===== src/rtl/imem_loader.sv =====
// Boot loader: packs a little-endian byte stream (header N, then 4*N bytes) into
// 32-bit instruction-memory writes. Define LOADER_CHECKSUM_EN for a trailing checksum byte.
module imem_loader #(
  parameter int DEPTH  = 64,
  parameter int ADDR_W = 6
) (
  input  logic              clk,
  input  logic              rst,
  input  logic              start,
  input  logic [7:0]        byte_in,
  input  logic              byte_valid,
  output logic              byte_ready,
  output logic              wr_en,
  output logic [ADDR_W-1:0] wr_addr,
  output logic [31:0]       wr_data,
  output logic              cpu_hold,
  output logic              done,
  output logic              error,
  output logic [ADDR_W:0]   words_loaded,
  output logic [2:0]        dbg_state
);

  // Handshake: a byte moves on a rising edge where byte_valid && byte_ready;
  // byte_ready depends only on the current state, never on byte_valid.
  typedef enum logic [2:0] {
    S_IDLE   = 3'd0,
    S_HEADER = 3'd1,
    S_DATA   = 3'd2,
`ifdef LOADER_CHECKSUM_EN
    S_CHECK  = 3'd3,
`endif
    S_DONE   = 3'd4,
    S_ERR    = 3'd5
  } state_e;

  localparam logic [7:0] DEPTH_B = 8'(DEPTH);

  state_e            state_q, state_d;
  logic [ADDR_W:0]   n_q, n_d;
  logic [ADDR_W-1:0] addr_q, addr_d;
  logic [ADDR_W:0]   words_q, words_d;
  logic [1:0]        lane_q, lane_d;
  logic [23:0]       shift_q, shift_d;
  logic              wr_en_q, wr_en_d;
  logic [ADDR_W-1:0] wr_addr_q, wr_addr_d;
  logic [31:0]       wr_data_q, wr_data_d;
  logic              cpu_hold_q, cpu_hold_d;
  logic              done_q, done_d;
  logic              error_q, error_d;
`ifdef LOADER_CHECKSUM_EN
  logic [7:0]        sum_q, sum_d;
  logic [7:0]        sum_chk;
`endif
  logic              accept;
  logic              last_word;

`ifdef LOADER_CHECKSUM_EN
  assign byte_ready = (state_q == S_HEADER) || (state_q == S_DATA) || (state_q == S_CHECK);
  assign sum_chk    = sum_q + byte_in;
`else
  assign byte_ready = (state_q == S_HEADER) || (state_q == S_DATA);
`endif
  assign accept    = byte_valid && byte_ready;
  assign last_word = ((words_q + 1'b1) == n_q);

  always_comb begin
    state_d    = state_q;
    n_d        = n_q;
    addr_d     = addr_q;
    words_d    = words_q;
    lane_d     = lane_q;
    shift_d    = shift_q;
    wr_en_d    = 1'b0;
    wr_addr_d  = wr_addr_q;
    wr_data_d  = wr_data_q;
    cpu_hold_d = cpu_hold_q;
    done_d     = done_q;
    error_d    = error_q;
`ifdef LOADER_CHECKSUM_EN
    sum_d      = sum_q;
`endif
    case (state_q)
      S_IDLE: begin
        if (start) state_d = S_HEADER;
      end
      S_HEADER: begin
        if (accept) begin
          if (byte_in == 8'h00 || byte_in > DEPTH_B) begin
            state_d    = S_ERR;
            error_d    = 1'b1;
            cpu_hold_d = 1'b1;
          end else begin
            n_d     = byte_in[ADDR_W:0];
            addr_d  = '0;
            words_d = '0;
            lane_d  = 2'd0;
`ifdef LOADER_CHECKSUM_EN
            sum_d   = 8'h00;
`endif
            state_d = S_DATA;
          end
        end
      end
      S_DATA: begin
        if (accept) begin
`ifdef LOADER_CHECKSUM_EN
          sum_d = sum_chk;
`endif
          if (lane_q == 2'd3) begin
            wr_en_d   = 1'b1;
            wr_data_d = {byte_in, shift_q};
            wr_addr_d = addr_q;
            addr_d    = addr_q + 1'b1;
            words_d   = words_q + 1'b1;
            lane_d    = 2'd0;
            if (last_word) begin
`ifdef LOADER_CHECKSUM_EN
              state_d = S_CHECK;
`else
              // done and cpu release coincide with the final write strobe
              state_d    = S_DONE;
              done_d     = 1'b1;
              cpu_hold_d = 1'b0;
`endif
            end
          end else begin
            case (lane_q)
              2'd0:    shift_d[7:0]   = byte_in;
              2'd1:    shift_d[15:8]  = byte_in;
              default: shift_d[23:16] = byte_in;
            endcase
            lane_d = lane_q + 1'b1;
          end
        end
      end
`ifdef LOADER_CHECKSUM_EN
      S_CHECK: begin
        if (accept) begin
          if (sum_chk == 8'h00) begin
            state_d    = S_DONE;
            done_d     = 1'b1;
            cpu_hold_d = 1'b0;
          end else begin
            state_d    = S_ERR;
            error_d    = 1'b1;
            cpu_hold_d = 1'b1;
          end
        end
      end
`endif
      S_DONE, S_ERR: begin
        if (start) begin
          state_d    = S_HEADER;
          done_d     = 1'b0;
          error_d    = 1'b0;
          cpu_hold_d = 1'b1;
        end
      end
      default: state_d = S_IDLE;
    endcase
  end

  always_ff @(posedge clk) begin
    if (rst) begin
      state_q    <= S_IDLE;
      n_q        <= '0;
      addr_q     <= '0;
      words_q    <= '0;
      lane_q     <= 2'd0;
      shift_q    <= '0;
      wr_en_q    <= 1'b0;
      wr_addr_q  <= '0;
      wr_data_q  <= '0;
      cpu_hold_q <= 1'b1;
      done_q     <= 1'b0;
      error_q    <= 1'b0;
`ifdef LOADER_CHECKSUM_EN
      sum_q      <= 8'h00;
`endif
    end else begin
      state_q    <= state_d;
      n_q        <= n_d;
      addr_q     <= addr_d;
      words_q    <= words_d;
      lane_q     <= lane_d;
      shift_q    <= shift_d;
      wr_en_q    <= wr_en_d;
      wr_addr_q  <= wr_addr_d;
      wr_data_q  <= wr_data_d;
      cpu_hold_q <= cpu_hold_d;
      done_q     <= done_d;
      error_q    <= error_d;
`ifdef LOADER_CHECKSUM_EN
      sum_q      <= sum_d;
`endif
    end
  end

  assign wr_en        = wr_en_q;
  assign wr_addr      = wr_addr_q;
  assign wr_data      = wr_data_q;
  assign cpu_hold     = cpu_hold_q;
  assign done         = done_q;
  assign error        = error_q;
  assign words_loaded = words_q;
  assign dbg_state    = state_q;

endmodule

===== config.mk =====
export PLATFORM = sky130hd
export DESIGN_NAME = imem_loader
export DESIGN_NICKNAME = d
export VERILOG_FILES = /design/src/rtl/imem_loader.sv
export SDC_FILE = /design/constraint.sdc
export NUM_CORES = 1
export LEC_CHECK = 0
export ABC_AREA = 1
export BUFFER_PORTS_ARGS = -buffer_cell sky130_fd_sc_hd__buf_2
export CAP_MARGIN = 20
export CORE_MARGIN = 4
export CORE_UTILIZATION = 35
export CTS_BUF_LIST = sky130_fd_sc_hd__clkbuf_8
export CTS_CLUSTER_SIZE = 25
export DETAILED_ROUTE_END_ITERATION = 6
export PLACE_DENSITY = 0.56
export SYNTH_ARGS = -nofsm -noshare
export SYNTH_HDL_FRONTEND = slang
export SYNTH_SLANG_ARGS = --single-unit

===== constraint.sdc =====
create_clock -name clk -period 1.8 [get_ports clk]
set_input_delay 0.45 -clock clk [delete_from_list [all_inputs] [get_ports clk]]
set_output_delay 0.45 -clock clk [all_outputs]
set_load 0.02 [all_outputs]

-- After elaboration in Yosys (flattened, before gate mapping)
Index checks and enable logic that the tools add are counted.
- register bits: 91
- bits of input ports: 12
- output and inout port bits: 53
- logic and storage cells: 99
- add/sub/neg operators: 3
- $lt $le $gt $ge: 1
- equal/unequal tests: 15
- multiplexer cells: 36
- bitwise logic cells: 5
- reductions and logical operators: 25
- operator list (kind ; number):
    $mux W7 ; 4
    $mux W6 ; 4
    $reduce_and A4 Y1 ; 5
    $mux W3 ; 6
    $reduce_and A5 Y1 ; 3
    $pmux W7 S2 ; 1
    $pmux W6 S2 ; 1
    $mux W1 ; 11
    $ne A2 B2 Y1 const B ; 5
    $pmux W3 S3 ; 1
    $gt A8 B7 Y1 const B ; 1
    $logic_not A8 Y1 ; 1
    $mux W2 ; 4
    $add A7 B1 Y7 const B ; 1
    $eq A7 B7 Y1 ; 1
    $reduce_and A7 Y1 ; 1
    $add A6 B1 Y6 const B ; 1
    $eq A3 B3 Y1 const B ; 2
    $ne A2 B1 Y1 const B ; 3
    $reduce_and A3 Y1 ; 2
    $reduce_bool A2 Y1 ; 3
    $reduce_or A3 Y1 ; 2
    $not A1 Y1 ; 5
    $pmux W1 S2 ; 2
    other kinds (13) ; 15

-- Depth between registers and ports, before layout
- depth in word-level cells: 6
- gate-level depth with buffers: 15
- depth with buffers taken out: 15

-- Worst setup path before layout
OpenSTA, ideal clock, no wires.
- path kind: reg-to-reg
- from: register words_q[0] (netlist: words_loaded[0])
- to: register state_q[1] (netlist: dbg_state[1])
- setup time: 0.113 ns
- arrival: 1.671 ns
- data required time: 1.687 ns
- setup slack: 0.017 ns
- stages on the path, launching flop included: 15
- path buffers: 0
- period minus slack after synthesis: 1.783 ns
- path through: dfxtp_1 ha_1 nand2_2 nor2_2 nand2_1 nand2_1 nand2_1 nand2_1 nand2_1 nor2_1 nand2_1 nand2_2 nand2_2 nor2_1 nor2_1
- word-level cells in the longest chain between the ends: 4
- ends and longest elaborated chain (what ; RTL line ; source):
    start: declaration ; 41 ; logic [ADDR_W:0] words_q, words_d;
    start signal: assignment ; 184 ; words_q <= words_d;
    $add A7 B1 Y7 ; 64 ; assign last_word = ((words_q + 1'b1) == n_q);
    $eq A7 B7 Y1 ; 64 ;
    $ne A2 B2 Y1 (no source line) ; -- ;
    $reduce_and A5 Y1 (no source line) ; -- ;
    end signal: assignment ; 181 ; state_q <= state_d;
    end: declaration ; 38 ; state_e state_q, state_d;
Every way passes these cells.
A chain may end at the register's enable or synchronous reset.

-- Worst setup path in the final report
- from: register state_q[2] (netlist: dbg_state[2])
- to: output byte_ready
- word-level cells in the longest chain between the ends: 2
- elaborated cells on any way between the ends: 3
- those cells by class: 2 x eq/ne; 1 x reduce/logical
- ends and longest elaborated chain (what ; RTL line ; source):
    $eq A3 B1 Y1 or $eq A3 B2 Y1 (tied branches) ; 61 ; assign byte_ready = (state_q == S_HEADER) || (state_q == S_DATA);
    $logic_or A1 B1 Y1 (*) ; 61 ;
    end: declaration ; 12 ; output logic byte_ready,
Mark *: on every way between the ends. The rest lies on a longest branch, timed or not.

==> flow_summary.toml <==
[min_path]
min_path_type = "input pin to flip-flop"
hold_depth = 2
capture_endpoint_of_the_worst_hold_path = "wr_data[29]"
min-delay-start = "rst"

[setup_path]
startpoint_class_of_the_critical_path = "flip-flop"
critical_path.reg2reg.startpoint = "words_loaded[0]"
critPathRequiredTime_ns = 1.35
crit_fanout = 10
worst-r2r-setup-slack_ns = 0.10
critical_path.most_common_cell = "sky130_fd_sc_hd__nand2_4"
endpoint_of_the_lowest_slack_register_to_register_path = "dbg_state[1]"
timing_worst_setup_path_type = "flip-flop to primary output"
slowest_stage = "sky130_fd_sc_hd__dfxtp_1"
arrival_ns = 1.26
cpPeakStageDelay_ns = 0.34
setup.worst_path.end_class = "primary output"
path_cells = "nor2_2 > nand2_4 > nand2_4 > buf_4"
rr_worst_depth = 13

[synthesis]
yosys.area.top_type_share = 0.4783
synth_top_area_cell = "sky130_fd_sc_hd__dfxtp_1"
synth_cell_types = 29
synthMuxAreaShare = 0
simple_gate_share_of_the_synthesized_area = 0.2497
post_synth_xor_area_fraction = 0.01380
synth_nets = 517
synthArstFlopShare = 0
synth_area_mm2 = 0.003809
ys_top_cells_by_area = "sky130_fd_sc_hd__dfxtp_1, sky130_fd_sc_hd__nand2_1, sky130_fd_sc_hd__a21oi_1, sky130_fd_sc_hd__nor2_1, sky130_fd_sc_hd__nand3_1"
share_of_the_synthesized_area_in_compound_gates_ao_oa_aoi_oai = 0.1662
fraction_of_the_mapped_netlist_area_in_adder_cells = 0.01971
yosys_most_used_dff = "sky130_fd_sc_hd__dfxtp_1"
synthesis.instances = 499
synth_seq_cells = 91
synth_edf_count = 0
synth-warning-count = 0
seq_area_frac_synth = 0.4783
synth_top_family_by_area = "simple AND/OR/NAND/NOR gates"
syn-mean-instance-area_um2 = 7.633

[sta]
skew_ns = 0.01123
max_slew_margin_vs_limit = 0.6971
finalCriticalPeriod_ns = 1.710
max_clock_freq_mhz = 584.9
timing.setup.tns_ns = 0
report.final.slew_viol_count = 0
worst_slew_pin_slew_ns = 0.4527
final-hold-violation-count = 0
unrepaired_setup_endpoints_after_global_routing = "true"
whs_ns = 0.3239
layout_worst_path_cycle_share = 0.9499
setup_viol_count_final = 0

[clock_tree]
cts.root.buffer_cell = "sky130_fd_sc_hd__clkbuf_8"
ctsHtreeMaxLevel = 3
ctsLongestPathBuffers = 2
clock_sinks = 91
cts_hold_buffers = 0
clk_transition_reported_paths_ns = 0.09
tritoncts_clock_tree = "done"
clock_insertion_delay_worst_skew_ns = 0.37
cts_made_buffers = 9

[status]
status = "complete, no violations"

[floorplanning]
floorplan.initialDensity = 0.3640
dieWidth_um = 112.3
design.portCount = 65
die_h_um = 112.3
number_of_rows_in_the_core_area = 37
core-area_mm2 = 0.01046
die_area_mm2 = 0.01261

[finish]
ant_cells = 0
drive_gt1_frac = 0.2556
final_layout_net_count = 596
design_area_mm2 = 0.004642
synthToLayoutAreaGrowth_pct = 21.88
post_layout_instance_count_excluding_filler_cells = 719

[power_and_ir_drop]
power_density_mw_per_mm2 = 1002
cellLeakagePower_uw = 0.001981
worst_vdd_drop_uv = 388.6
fin_total_pwr_uw = 4654

[global_routing]
gr-total-overflow = 0
grt_antenna_before_repair = 0
groute.usage.overall = 0.1522
number_of_global_route_vias_before_repair = 3262
largest_net_degree_at_the_start_of_global_routing = 47
grt_pass1_wl_um = 15750

[routing]
met2WireLength_um = 4199
drt_pre_antenna_iters = 4
met3WireLength_um = 420
postRouteAntennaNets = 0
wl_met1_um = 4689
detail_route.wirelength_um = 9501
top_layer = "met4"
route.detailed.vias_per_inst = 4.773
detailroute.via_count = 3432
post_drt_wl_per_cell_um = 13.21
dr.first_iter.drc_count = 121
route.detailed.drc = 0

[placement]
hpwlAfterDp_um = 6931
io_buffers = 64
numPlacedInstances = 701
placed_area_mm2 = 0.004378
place.gp.congestion = 0.7696

[run]
timing.max_cap.violations = 0
[cell type report]
type | count | area (µm²)
clock buffers | 9 | 123.9
clock inverters | 7 | 75.07
fillers | 1135 | 5821
inverters | 43 | 161.4
multi-input cells | 343 | 1752
flip-flops and latches | 91 | 1829
well taps | 136 | 170.2
repair buffers | 90 | 530.5
[cell usage in the layout (no fill, tap or decap), drive strengths merged]
cell / n
o21ai: 41
xnor2: 2
o22ai: 4
nor2: 56
a21oi: 72
clkbuf: 9
dfxtp: 91
nand3: 35
o211a: 1
nand3b: 2
nand4: 3
xor2: 4
clkinv: 1
bufinv: 1
clkinvlp: 1
nand2: 116
buf: 90
ha: 6
nor3: 1
inv: 47
[timing repair]
action | 4_1_cts | 5_1_grt
endpoints found under the hold margin | 0 | 0
pin swaps | 0 | 4
setup buffers | 0 | 2
resized for setup | 4 | 12
setup endpoints to repair | 1 | 6
[sequential cells by signal, indices dropped and copies added, names as in the netlist]
name	count
wr_data	32
shift_q	24
n_q	7
words_loaded	7
addr_q	6
wr_addr	6
dbg_state	3
lane_q	2
cpu_hold	1
done	1
error	1
wr_en	1
[worst max path at each step]
| stage | to | slack, ns | from | cells past startpoint |
|---|---|---|---|---|
| after CTS | dbg_state[1] | 0.005 | words_loaded[0] | 14 |
| after detailed placement | words_loaded[3] | -0.03 | byte_in[3] | 11 |
| after global routing | dbg_state[1] | -0.04 | words_loaded[1] | 15 |
| after global placement | words_loaded[4] | -0.005 | byte_in[3] | 11 |
| after floorplan | dbg_state[1] | 0.02 | words_loaded[0] | 14 |
| final | byte_ready | 0.09 | dbg_state[2] | 4 |
[layer usage]
metal,up-vias,track usage
met5,-,0
met2,66,0.2324
li1,1776,-
met4,0,0.06811
met1,1577,0.2090
met3,13,0.02857
[synth_stat cells, types with 2 or more instances]
library cell and instances:
sky130_fd_sc_hd__nand2_1 107, sky130_fd_sc_hd__dfxtp_1 91, sky130_fd_sc_hd__a21oi_1 72, sky130_fd_sc_hd__nor2_1 50, sky130_fd_sc_hd__inv_1 34, sky130_fd_sc_hd__nand3_1 32, sky130_fd_sc_hd__o21ai_0 30, sky130_fd_sc_hd__clkbuf_1 11
sky130_fd_sc_hd__inv_2 9, sky130_fd_sc_hd__o21ai_1 9, sky130_fd_sc_hd__buf_2 6, sky130_fd_sc_hd__ha_1 6, sky130_fd_sc_hd__nand2_2 6, sky130_fd_sc_hd__o22ai_2 4, sky130_fd_sc_hd__xor2_1 4, sky130_fd_sc_hd__nand2_4 3
sky130_fd_sc_hd__nand3_2 3, sky130_fd_sc_hd__nand4_1 3, sky130_fd_sc_hd__nor2_2 3, sky130_fd_sc_hd__buf_4 2, sky130_fd_sc_hd__buf_6 2, sky130_fd_sc_hd__nand3b_1 2, sky130_fd_sc_hd__nor2_4 2, sky130_fd_sc_hd__o21ai_2 2
sky130_fd_sc_hd__xnor2_1 2
[metrics by stage]
stage | setup WS [ns] | util
2_1_floorplan | 0.01651 | -
6_report | 0.09024 | 0.4437
3_3_place_gp | -0.004724 | 0.4184
3_5_place_dp | -0.03421 | 0.4184
5_1_grt | -0.04333 | 0.4437
4_1_cts | 0.005442 | 0.4384
[where the power goes]
group	switching, µW	internal, µW	total [µW]
Clock	762	654	1420
Sequential	67.7	2100	2170
Combinational	672	398	1070
Total	1500	3150	4650
[cells by family after synthesis]
logic type | after synthesis
AOI/OAI and AO/OA | 118
adders and majority gates | 6
buffers and inverters | 65
DFF | 91
and+or+nand+nor | 213
xor gates and xnor gates | 6
[critical path: cells and delay by family, from the launching register on]
kind / cells / cell delay, ns
simple gates: 3 / 0.41
buf+inv: 1 / 0.14
flops: 1 / 0.34
Note: power is estimated with default switching activity, not from simulation.
